--- config.mk ---
export PLATFORM = sky130hd
export DESIGN_NAME = led_blink_rate_detector
export DESIGN_NICKNAME = d
export VERILOG_FILES = /design/src/rtl/led_blink_rate_detector.sv
export SDC_FILE = /design/constraint.sdc
export NUM_CORES = 1
export LEC_CHECK = 0
export BUFFER_PORTS_ARGS = -buffer_cell sky130_fd_sc_hd__buf_2
export CAP_MARGIN = 10
export CORE_MARGIN = 1.5
export CORE_UTILIZATION = 30
export DETAILED_ROUTE_END_ITERATION = 10
export GPL_TIMING_DRIVEN = 1
export MAX_ROUTING_LAYER = met4
export PLACE_DENSITY = 0.45
export REMOVE_ABC_BUFFERS = 1
export SYNTH_ARGS = -nofsm -noshare
export SYNTH_HDL_FRONTEND = slang
export SYNTH_SLANG_ARGS = --single-unit
export TNS_END_PERCENT = 100
--- constraint.sdc ---
create_clock -name i_Clk -period 6.56 [get_ports i_Clk]
set_input_delay 1.312 -clock i_Clk [delete_from_list [all_inputs] [get_ports i_Clk]]
set_output_delay 1.312 -clock i_Clk [all_outputs]
set_load 0.05 [all_outputs]
--- src/rtl/led_blink_rate_detector.sv ---
// Measures the half-period of an asynchronous toggling input and classifies it
// as 10/5/2/1 Hz, unknown, or lost (no edge within the timeout window).
module led_blink_rate_detector #(
  parameter int unsigned g_HALF_10HZ = 1250000,
  parameter int unsigned g_HALF_5HZ  = 2500000,
  parameter int unsigned g_HALF_2HZ  = 6250000,
  parameter int unsigned g_HALF_1HZ  = 12500000,
  parameter int unsigned g_TOL_SHIFT = 4,
  parameter int unsigned g_TIMEOUT   = 25000000
) (
  input  logic        i_Clk,
  input  logic        i_Rst_L,
  input  logic        i_Signal,
  output logic        o_Valid,
  output logic [2:0]  o_Rate,
  output logic [31:0] o_Half_Period,
  output logic        o_Timeout
);

  typedef enum logic [1:0] {
    IDLE    = 2'd0,
    MEASURE = 2'd1,
    LOST    = 2'd2
  } t_state;

  t_state      r_State;
  t_state      w_Next_State;
  logic        r_Sync1;
  logic        r_Sync2;
  logic        r_Sync3;
  logic [31:0] r_Count;
  logic [31:0] w_Count_Nxt;
  logic        w_Edge;
  logic        w_Expire;
  logic [32:0] w_Meas;
  logic        w_Valid_Nxt;
  logic [2:0]  w_Rate_Nxt;
  logic [31:0] w_Half_Nxt;
  logic        w_Timeout_Nxt;

  // Tolerance window test done in 33-bit signed math so M below the nominal
  // value cannot wrap.
  function automatic logic in_band(input logic [32:0] meas, input logic [31:0] half);
    logic signed [32:0] diff;
    logic signed [32:0] tol;
    diff = $signed(meas) - $signed({1'b0, half});
    if (diff < 33'sd0) diff = -diff;
    tol = $signed({1'b0, half >> g_TOL_SHIFT});
    return (diff <= tol);
  endfunction

  function automatic logic [2:0] classify(input logic [32:0] meas);
    if (in_band(meas, g_HALF_10HZ)) return 3'd4;
    if (in_band(meas, g_HALF_5HZ))  return 3'd3;
    if (in_band(meas, g_HALF_2HZ))  return 3'd2;
    if (in_band(meas, g_HALF_1HZ))  return 3'd1;
    return 3'd7;
  endfunction

  always_ff @(posedge i_Clk or negedge i_Rst_L) begin
    if (!i_Rst_L) begin
      r_Sync1 <= 1'b0;
      r_Sync2 <= 1'b0;
      r_Sync3 <= 1'b0;
    end else begin
      r_Sync1 <= i_Signal;
      r_Sync2 <= r_Sync1;
      r_Sync3 <= r_Sync2;
    end
  end

  assign w_Edge   = r_Sync2 ^ r_Sync3;
  assign w_Expire = (r_Count == (g_TIMEOUT - 32'd1));
  assign w_Meas   = {1'b0, r_Count} + 33'd1;

  always_ff @(posedge i_Clk or negedge i_Rst_L) begin
    if (!i_Rst_L) begin
      r_State       <= IDLE;
      r_Count       <= 32'd0;
      o_Valid       <= 1'b0;
      o_Rate        <= 3'd0;
      o_Half_Period <= 32'd0;
      o_Timeout     <= 1'b0;
    end else begin
      r_State       <= w_Next_State;
      r_Count       <= w_Count_Nxt;
      o_Valid       <= w_Valid_Nxt;
      o_Rate        <= w_Rate_Nxt;
      o_Half_Period <= w_Half_Nxt;
      o_Timeout     <= w_Timeout_Nxt;
    end
  end

  always_comb begin
    w_Next_State = r_State;
    case (r_State)
      IDLE:    if (w_Edge) w_Next_State = MEASURE;
      MEASURE: if (!w_Edge && w_Expire) w_Next_State = LOST;
      LOST:    if (w_Edge) w_Next_State = MEASURE;
      default: w_Next_State = IDLE;
    endcase
  end

  // An edge on the expiry cycle takes priority, so a half-period of exactly
  // g_TIMEOUT is still measured.
  always_comb begin
    w_Count_Nxt   = 32'd0;
    w_Valid_Nxt   = 1'b0;
    w_Rate_Nxt    = o_Rate;
    w_Half_Nxt    = o_Half_Period;
    w_Timeout_Nxt = o_Timeout;
    case (r_State)
      MEASURE: begin
        if (w_Edge) begin
          w_Valid_Nxt = 1'b1;
          w_Half_Nxt  = w_Meas[31:0];
          w_Rate_Nxt  = classify(w_Meas);
        end else if (w_Expire) begin
          w_Timeout_Nxt = 1'b1;
          w_Rate_Nxt    = 3'd0;
        end else begin
          w_Count_Nxt = r_Count + 32'd1;
        end
      end
      LOST: begin
        if (w_Edge) w_Timeout_Nxt = 1'b0;
      end
      default: ;
    endcase
  end

endmodule

* Word level (Yosys, flattened, before mapping) *
Index checks and enable logic that the tools add are counted.

word-level totals
  bits in registers = 74
  input port bits = 3
  output and inout port bits = 37
  word-level logic and storage cells = 104

operators by class
  reductions and logical operators = 10
  magnitude comparators = 8
  bitwise operators = 1
  eq/ne operators = 8
  add/sub/neg operators = 10
  multiplexer cells = 58

operators by type and width
  cell                                                         count
  2-to-1 mux 33 bit                                            18
  less-than comparator 33 x 1 -> 1 bit, second input constant  4
  negator 33 bit                                               4
  2-to-1 mux 32 bit                                            3
  adder 32 x 1 -> 33 bit, second input constant                1
  <= comparator 33 x 18 -> 1 bit, second input constant        1
  <= comparator 33 x 19 -> 1 bit, second input constant        1
  <= comparator 33 x 20 -> 1 bit, second input constant        1
  <= comparator 33 x 21 -> 1 bit, second input constant        1
  subtractor 33 x 22 -> 33 bit, second input constant          1
  subtractor 33 x 23 -> 33 bit, second input constant          1
  subtractor 33 x 24 -> 33 bit, second input constant          1
  subtractor 33 x 25 -> 33 bit, second input constant          1
  adder 32 x 1 -> 32 bit, second input constant                1
  equality test 32 x 25 -> 1 bit, second input constant        1
  2-to-1 mux 3 bit                                             10
  2-to-1 mux 1 bit                                             23
  != test 2 bit, second input constant                         4
  AND reduction 2 bit                                          3
  2-to-1 mux 2 bit                                             2
  case mux 2 bit (2 select lines)                              1
  AND reduction 4 bit                                          1
  nonzero test 2 bit                                           2
  equality test 2 x 1 -> 1 bit, second input constant          1
  other kinds (8)                                              8

* Depth between registers and ports, before layout *
  word-level depth = 45
  gate-level depth with buffers = 22
  depth with buffers taken out = 19

* Least setup slack after synthesis *
No wires, ideal clock.

  kind = register -> register
  from = register r_Count[0]
  to = register o_Rate[1]
  cell stages (with the launch flop) = 20
  setup time = 0.122 ns
  data arrival time = 5.032 ns
  setup slack = 1.406 ns
  path buffers = 2
  clock period less this slack = 5.154 ns
  required time = 6.438 ns
  cell sequence = dfrtp_1 buf_2 nand2_1 nor2_1 xnor2_1 ha_1 clkbuf_1 a41oi_1 o32a_1 a311oi_2 o21ai_0 xnor2_1 nand3_1 or3b_1 nor3_1 mux2_1 o32a_1 o22ai_1 nand4_1 a32o_1

on the way
  word-level cells in the longest chain between the ends = 21
  elaborated cells on any way between the ends = 64
  those cells by class = add/sub: 9; order compare: 8; eq/ne: 1; mux: 44; reduce/logical: 2

ends and longest elaborated chain
  element                                                                        RTL line  source
  start, declared                                                                31        logic [31:0] r_Count;
  start signal, assigned                                                         86        r_Count <= w_Count_Nxt;
  adder 32 x 1 -> 33 bit                                                         74        assign w_Meas = {1'b0, r_Count} + 33'd1;
  subtractor 33 x 25 -> 33 bit                                                   46        diff = $signed(meas) - $signed({1'b0, half});
  negator 33 bit / less-than comparator 33 x 1 -> 1 bit (equally long branches)  47        if (diff < 33'sd0) diff = -diff;
  2-to-1 mux 33 bit                                                              47
  2-to-1 mux 33 bit                                                              56        if (in_band(meas, g_HALF_1HZ)) return 3'd1;
  2-to-1 mux 33 bit                                                              55        if (in_band(meas, g_HALF_2HZ)) return 3'd2;
  2-to-1 mux 33 bit                                                              54        if (in_band(meas, g_HALF_5HZ)) return 3'd3;
  2-to-1 mux 33 bit                                                              114       if (w_Edge) begin
  [5 not listed]                                                                 --
  2-to-1 mux 1 bit                                                               54
  2-to-1 mux 1 bit                                                               114
  2-to-1 mux 1 bit                                                               112       case (r_State)
  2-to-1 mux 3 bit                                                               57        return 3'd7;
  2-to-1 mux 3 bit                                                               56
  2-to-1 mux 3 bit                                                               55
  2-to-1 mux 3 bit                                                               54
  2-to-1 mux 3 bit                                                               114
  end signal, assigned                                                           88        o_Rate <= w_Rate_Nxt;
  end, declared                                                                  15        output logic [2:0] o_Rate,

Several ways; a longest one is shown, not always the timed one. The select of a mux whose other input is x is not followed.
A chain may end at the register's enable or synchronous reset.

* Worst setup path in the final report *
  from = register r_Count[1]
  to = register o_Rate[1]

on the way
  word-level cells in the longest chain between the ends = 21
  elaborated cells on any way between the ends = 64
  those cells by class = add/sub: 9; order compare: 8; eq/ne: 1; mux: 44; reduce/logical: 2

ends and longest elaborated chain
  element                                                                        RTL line  source
  adder 32 x 1 -> 33 bit *                                                       74
  net w_Meas[4]                                                                  35        logic [32:0] w_Meas;
  subtractor 33 x 25 -> 33 bit                                                   46
  negator 33 bit / less-than comparator 33 x 1 -> 1 bit (equally long branches)  47
  2-to-1 mux 33 bit                                                              47
  2-to-1 mux 33 bit                                                              56
  2-to-1 mux 33 bit                                                              55
  2-to-1 mux 33 bit                                                              54
  [6 not listed]                                                                 --
  2-to-1 mux 1 bit                                                               54
  2-to-1 mux 1 bit                                                               114
  2-to-1 mux 1 bit                                                               112
  2-to-1 mux 3 bit                                                               57
  2-to-1 mux 3 bit                                                               56
  2-to-1 mux 3 bit                                                               55
  2-to-1 mux 3 bit *                                                             54
  2-to-1 mux 3 bit *                                                             114

The timed path passes the listed nets; every way through them passes the cells marked *. The select of a mux whose other input is x is not followed.

==> out/qor.txt <==
Syn Inst Count -> 1,273
H-tree depth -> 3
DIE AREA -> 32,400 um^2
Vias -> 9,847
post-cts resize count -> 0
clk_skew -> 0.0143 ns
Clock Sink Count -> 74
Pint -> 760 uW
Final setup viols -> 0
max capacitance violation total -> 0
DR DRC count -> 1
maximum fanout along the worst path -> 14
Worst Setup Slack, final -> 0.400 ns
Hold Crit Class -> reg -> reg
Avg WL per Cell -> 20.5 um
Main synth FF type -> dfrtp_1
Buf/Inv on CP -> 1
Core Area -> 30,700 um^2
die height -> 180 um
VDD IR-drop max -> 0.103 mV
critical-path cell list -> ha_1 -> nand3_1 -> xnor2_2 -> inv_2 -> ha_1 -> nand2b_1 -> o21bai_1 -> a21o_1 -> a311oi_2 -> o211ai_2 -> a211oi_4 -> a21o_2 -> nand2_2 -> nor3_1 -> o21ba_1 -> or4_1 -> o31ai_1 -> nand4_1 -> a32o_1
share of the synthesized area in the top cell type -> 19.7%
Setup Buffers After CTS -> 0
ANT nets after route -> 0
post-synthesis cell type with the largest combined area -> dfrtp_1
global-route wire length before repair -> 55.1 mm
CP arrival -> 6.40 ns
Slew @ Worst Pin -> 0.979 ns
Worst setup EP type -> register
Mapped Area -> 9410 um^2
global route total overflow -> 0
Comb pwr share -> 14.8%
#FFs+latches synth -> 74
critical path's top delay family -> compound AO/OA/AOI/OAI gates
placed cell count -> 1,687
Buffers on Ports -> 39
Sw Pwr -> 353 uW
sequential power share -> 43.2%
final WL -> 34.8 mm
final non-filler cell total -> 1,702
num rows -> 64
NumNets Final -> 1,315
setup slack, reg-to-reg -> 0.40 ns
Critical-path top delay cell -> a311oi_2
share of post-route cells with drive strength above 1 -> 14.9%
Final Power -> 1110 uW
Most common cell on crit path -> ha_1
Initial DRC Count -> 875
leakage -> 0.00399 uW
DP Wirelength -> 27.5 mm
CP required -> 6.80 ns
number of synthesized flops with an enable pin -> 0
Antenna diodes -> 0
# fillers -> 3,344
clock power share -> 42.0%
CTS tree -> built
fin crit period -> 6.16 ns
DP Worst Slack -> 0.469 ns
Ys Warns -> 0
Final TNS setup -> 0 ns
failing checks -> design-rule violations
fmax -> 162 MHz
Syn Area/Cell -> 7.39 um^2
Initial Util -> 30.6%
largest net degree at the start of global routing -> 75
PwrDens -> 106 nW/um^2
vias per cell -> 5.79
Seq/Total Area, Yosys -> 19.7%
Slew headroom -> 34.3%
gpl congestion -> 0.883
vias in the first global route -> 9,261
drt first pass iters -> 10
share of flip-flops with an asynchronous set or reset -> 100%
worst skew pair latency -> 0.35 ns
Worst-path clk slew -> 0.07 ns
initial antenna violation count -> 1
critical path class -> reg -> reg
Startpoint Class -> register
Sw Share -> 31.7%
Area Overhead vs Synth -> 11.2%
period utilization -> 93.9%
Die Wd -> 180 um
Final Hold Vio Count -> 0
aggregate global-route resource usage -> 22.1%
crit-path max cell delay -> 0.55 ns
ranking of synthesized cells by area -> dfrtp_1 (20%), xnor2_1 (8.6%), nand2_1 (5.5%)
Slew Viols, Final -> 0
Cell variety after synth -> 103
Ports -> 40
CTS buffer count -> 9
# hold bufs at CTS -> 0
unrepaired setup endpoints after global routing -> no
root buf cell -> clkbuf_16
status -> finished with violations
clk buf depth -> 2
[cells in the final DEF, fill, tap and decap left out, types with 14 or more instances in the layout]
cell	n
nand2_1	138
nor2_1	112
xnor2_1	92
o21ai_0	88
dfrtp_1	74
a21oi_1	69
buf_4	66
nand3_1	63
nor3_1	60
buf_2	38
xor2_1	31
nand4_1	30
a31oi_1	25
nor4_1	24
inv_1	21
a211oi_1	19
and3_1	18
o31ai_1	16
o211ai_1	15
and2_1	14
[path summary, 6_finish.rpt]
check                                     startpoint                     end  cells past startpoint
worst max-delay path            r_Count[1]$_DFF_PN0_   o_Rate[1]$_DFFE_PN0P_                     19
worst min-delay path               r_Sync1$_DFF_PN0_       r_Sync2$_DFF_PN0_                      0
worst max register to register  r_Count[1]$_DFF_PN0_   o_Rate[1]$_DFFE_PN0P_                     19
worst min register to register     r_Sync1$_DFF_PN0_       r_Sync2$_DFF_PN0_                      0
max in group asynchronous                    i_Rst_L    r_Count[0]$_DFF_PN0_                      1
min in group asynchronous                    i_Rst_L  r_State[0]$_DFFE_PN0P_                      1
[synthesized netlist by cell type, drive strengths merged (6+ instances only)]
library cell and instances:
a2111oi 6, a211oi 22, a21o 7, a21oi 73, a31oi 25, and2 15, and3 18, and4 11
buf 39, clkbuf 47, dfrtp 74, ha 10, inv 22, mux2 8, mux2i 11, nand2 140
nand2b 11, nand3 65, nand3b 8, nand4 36, nor2 116, nor2b 9, nor3 65, nor4 33
o211ai 16, o21a 7, o21ai 97, o22ai 9, o31a 7, o31ai 16, or2 8, or3 12
or4 8, xnor2 97, xor2 34
[layout make-up]
class / count / area, um^2 / share of cell area [%]
clock buffer: 9 / 225 / 2.15
clock inverter: 6 / 42.5 / 0.406
inverter: 22 / 82.6 / 0.789
multi-input combinational: 1091 / 7080 / 67.7
sequential: 74 / 1850 / 17.7
tap: 396 / 495 / 4.73
timing repair buffer: 104 / 686 / 6.55
[state kept, by name, indices dropped and copies added, names as in the netlist]
| name | flops |
|---|---|
| o_Half_Period | 32 |
| o_Rate | 3 |
| o_Timeout | 1 |
| o_Valid | 1 |
| r_Count | 32 |
| r_State | 2 |
| r_Sync1 | 1 |
| r_Sync2 | 1 |
| r_Sync3 | 1 |
[per-layer routing]
metal  up-vias  wire length [um]  share of wire (%)  track usage [%]
met5         -                 0                  0                -
met4         0               920                2.6             6.99
met3        41              1780                5.1             2.38
met2       285             16100                 46             35.5
met1      4713             16000                 46             29.1
li1       4808                 -                  -                -
[stage by stage]
step                      hold WS [ns]  util [%]  instance area, um^2
after floorplan                  0.331         -                 9020
after global placement           0.338      33.2                10200
after detailed placement         0.342      33.2                10200
after CTS                        0.357      34.0                10500
after global routing             0.379      34.0                10500
final                            0.357      34.0                10500
[cells by family (layout without fill, tap and decap cells)]
kind of cell | after synthesis | after routing | synth area share (%)
simple gates | 574 | 574 | 33.1
compound gates | 357 | 357 | 25.8
xor+xnor | 131 | 131 | 12.8
buf+inv | 108 | 141 | 5.08
flops | 74 | 74 | 19.7
mux | 19 | 19 | 2.13
fa+ha+maj | 10 | 10 | 1.33
[power groups by stage]
| stage | registers [uW] | clock network, uW | logic [uW] |
|---|---|---|---|
| 2_1_floorplan | 521 | 0 | 67.5 |
| 3_3_place_gp | 489 | 0 | 168 |
| 3_5_place_dp | 489 | 0 | 166 |
| 4_1_cts | 480 | 490 | 167 |
| 5_1_grt | 483 | 505 | 183 |
| 6_report | 481 | 468 | 165 |
Note: power is estimated with default switching activity, not from simulation.
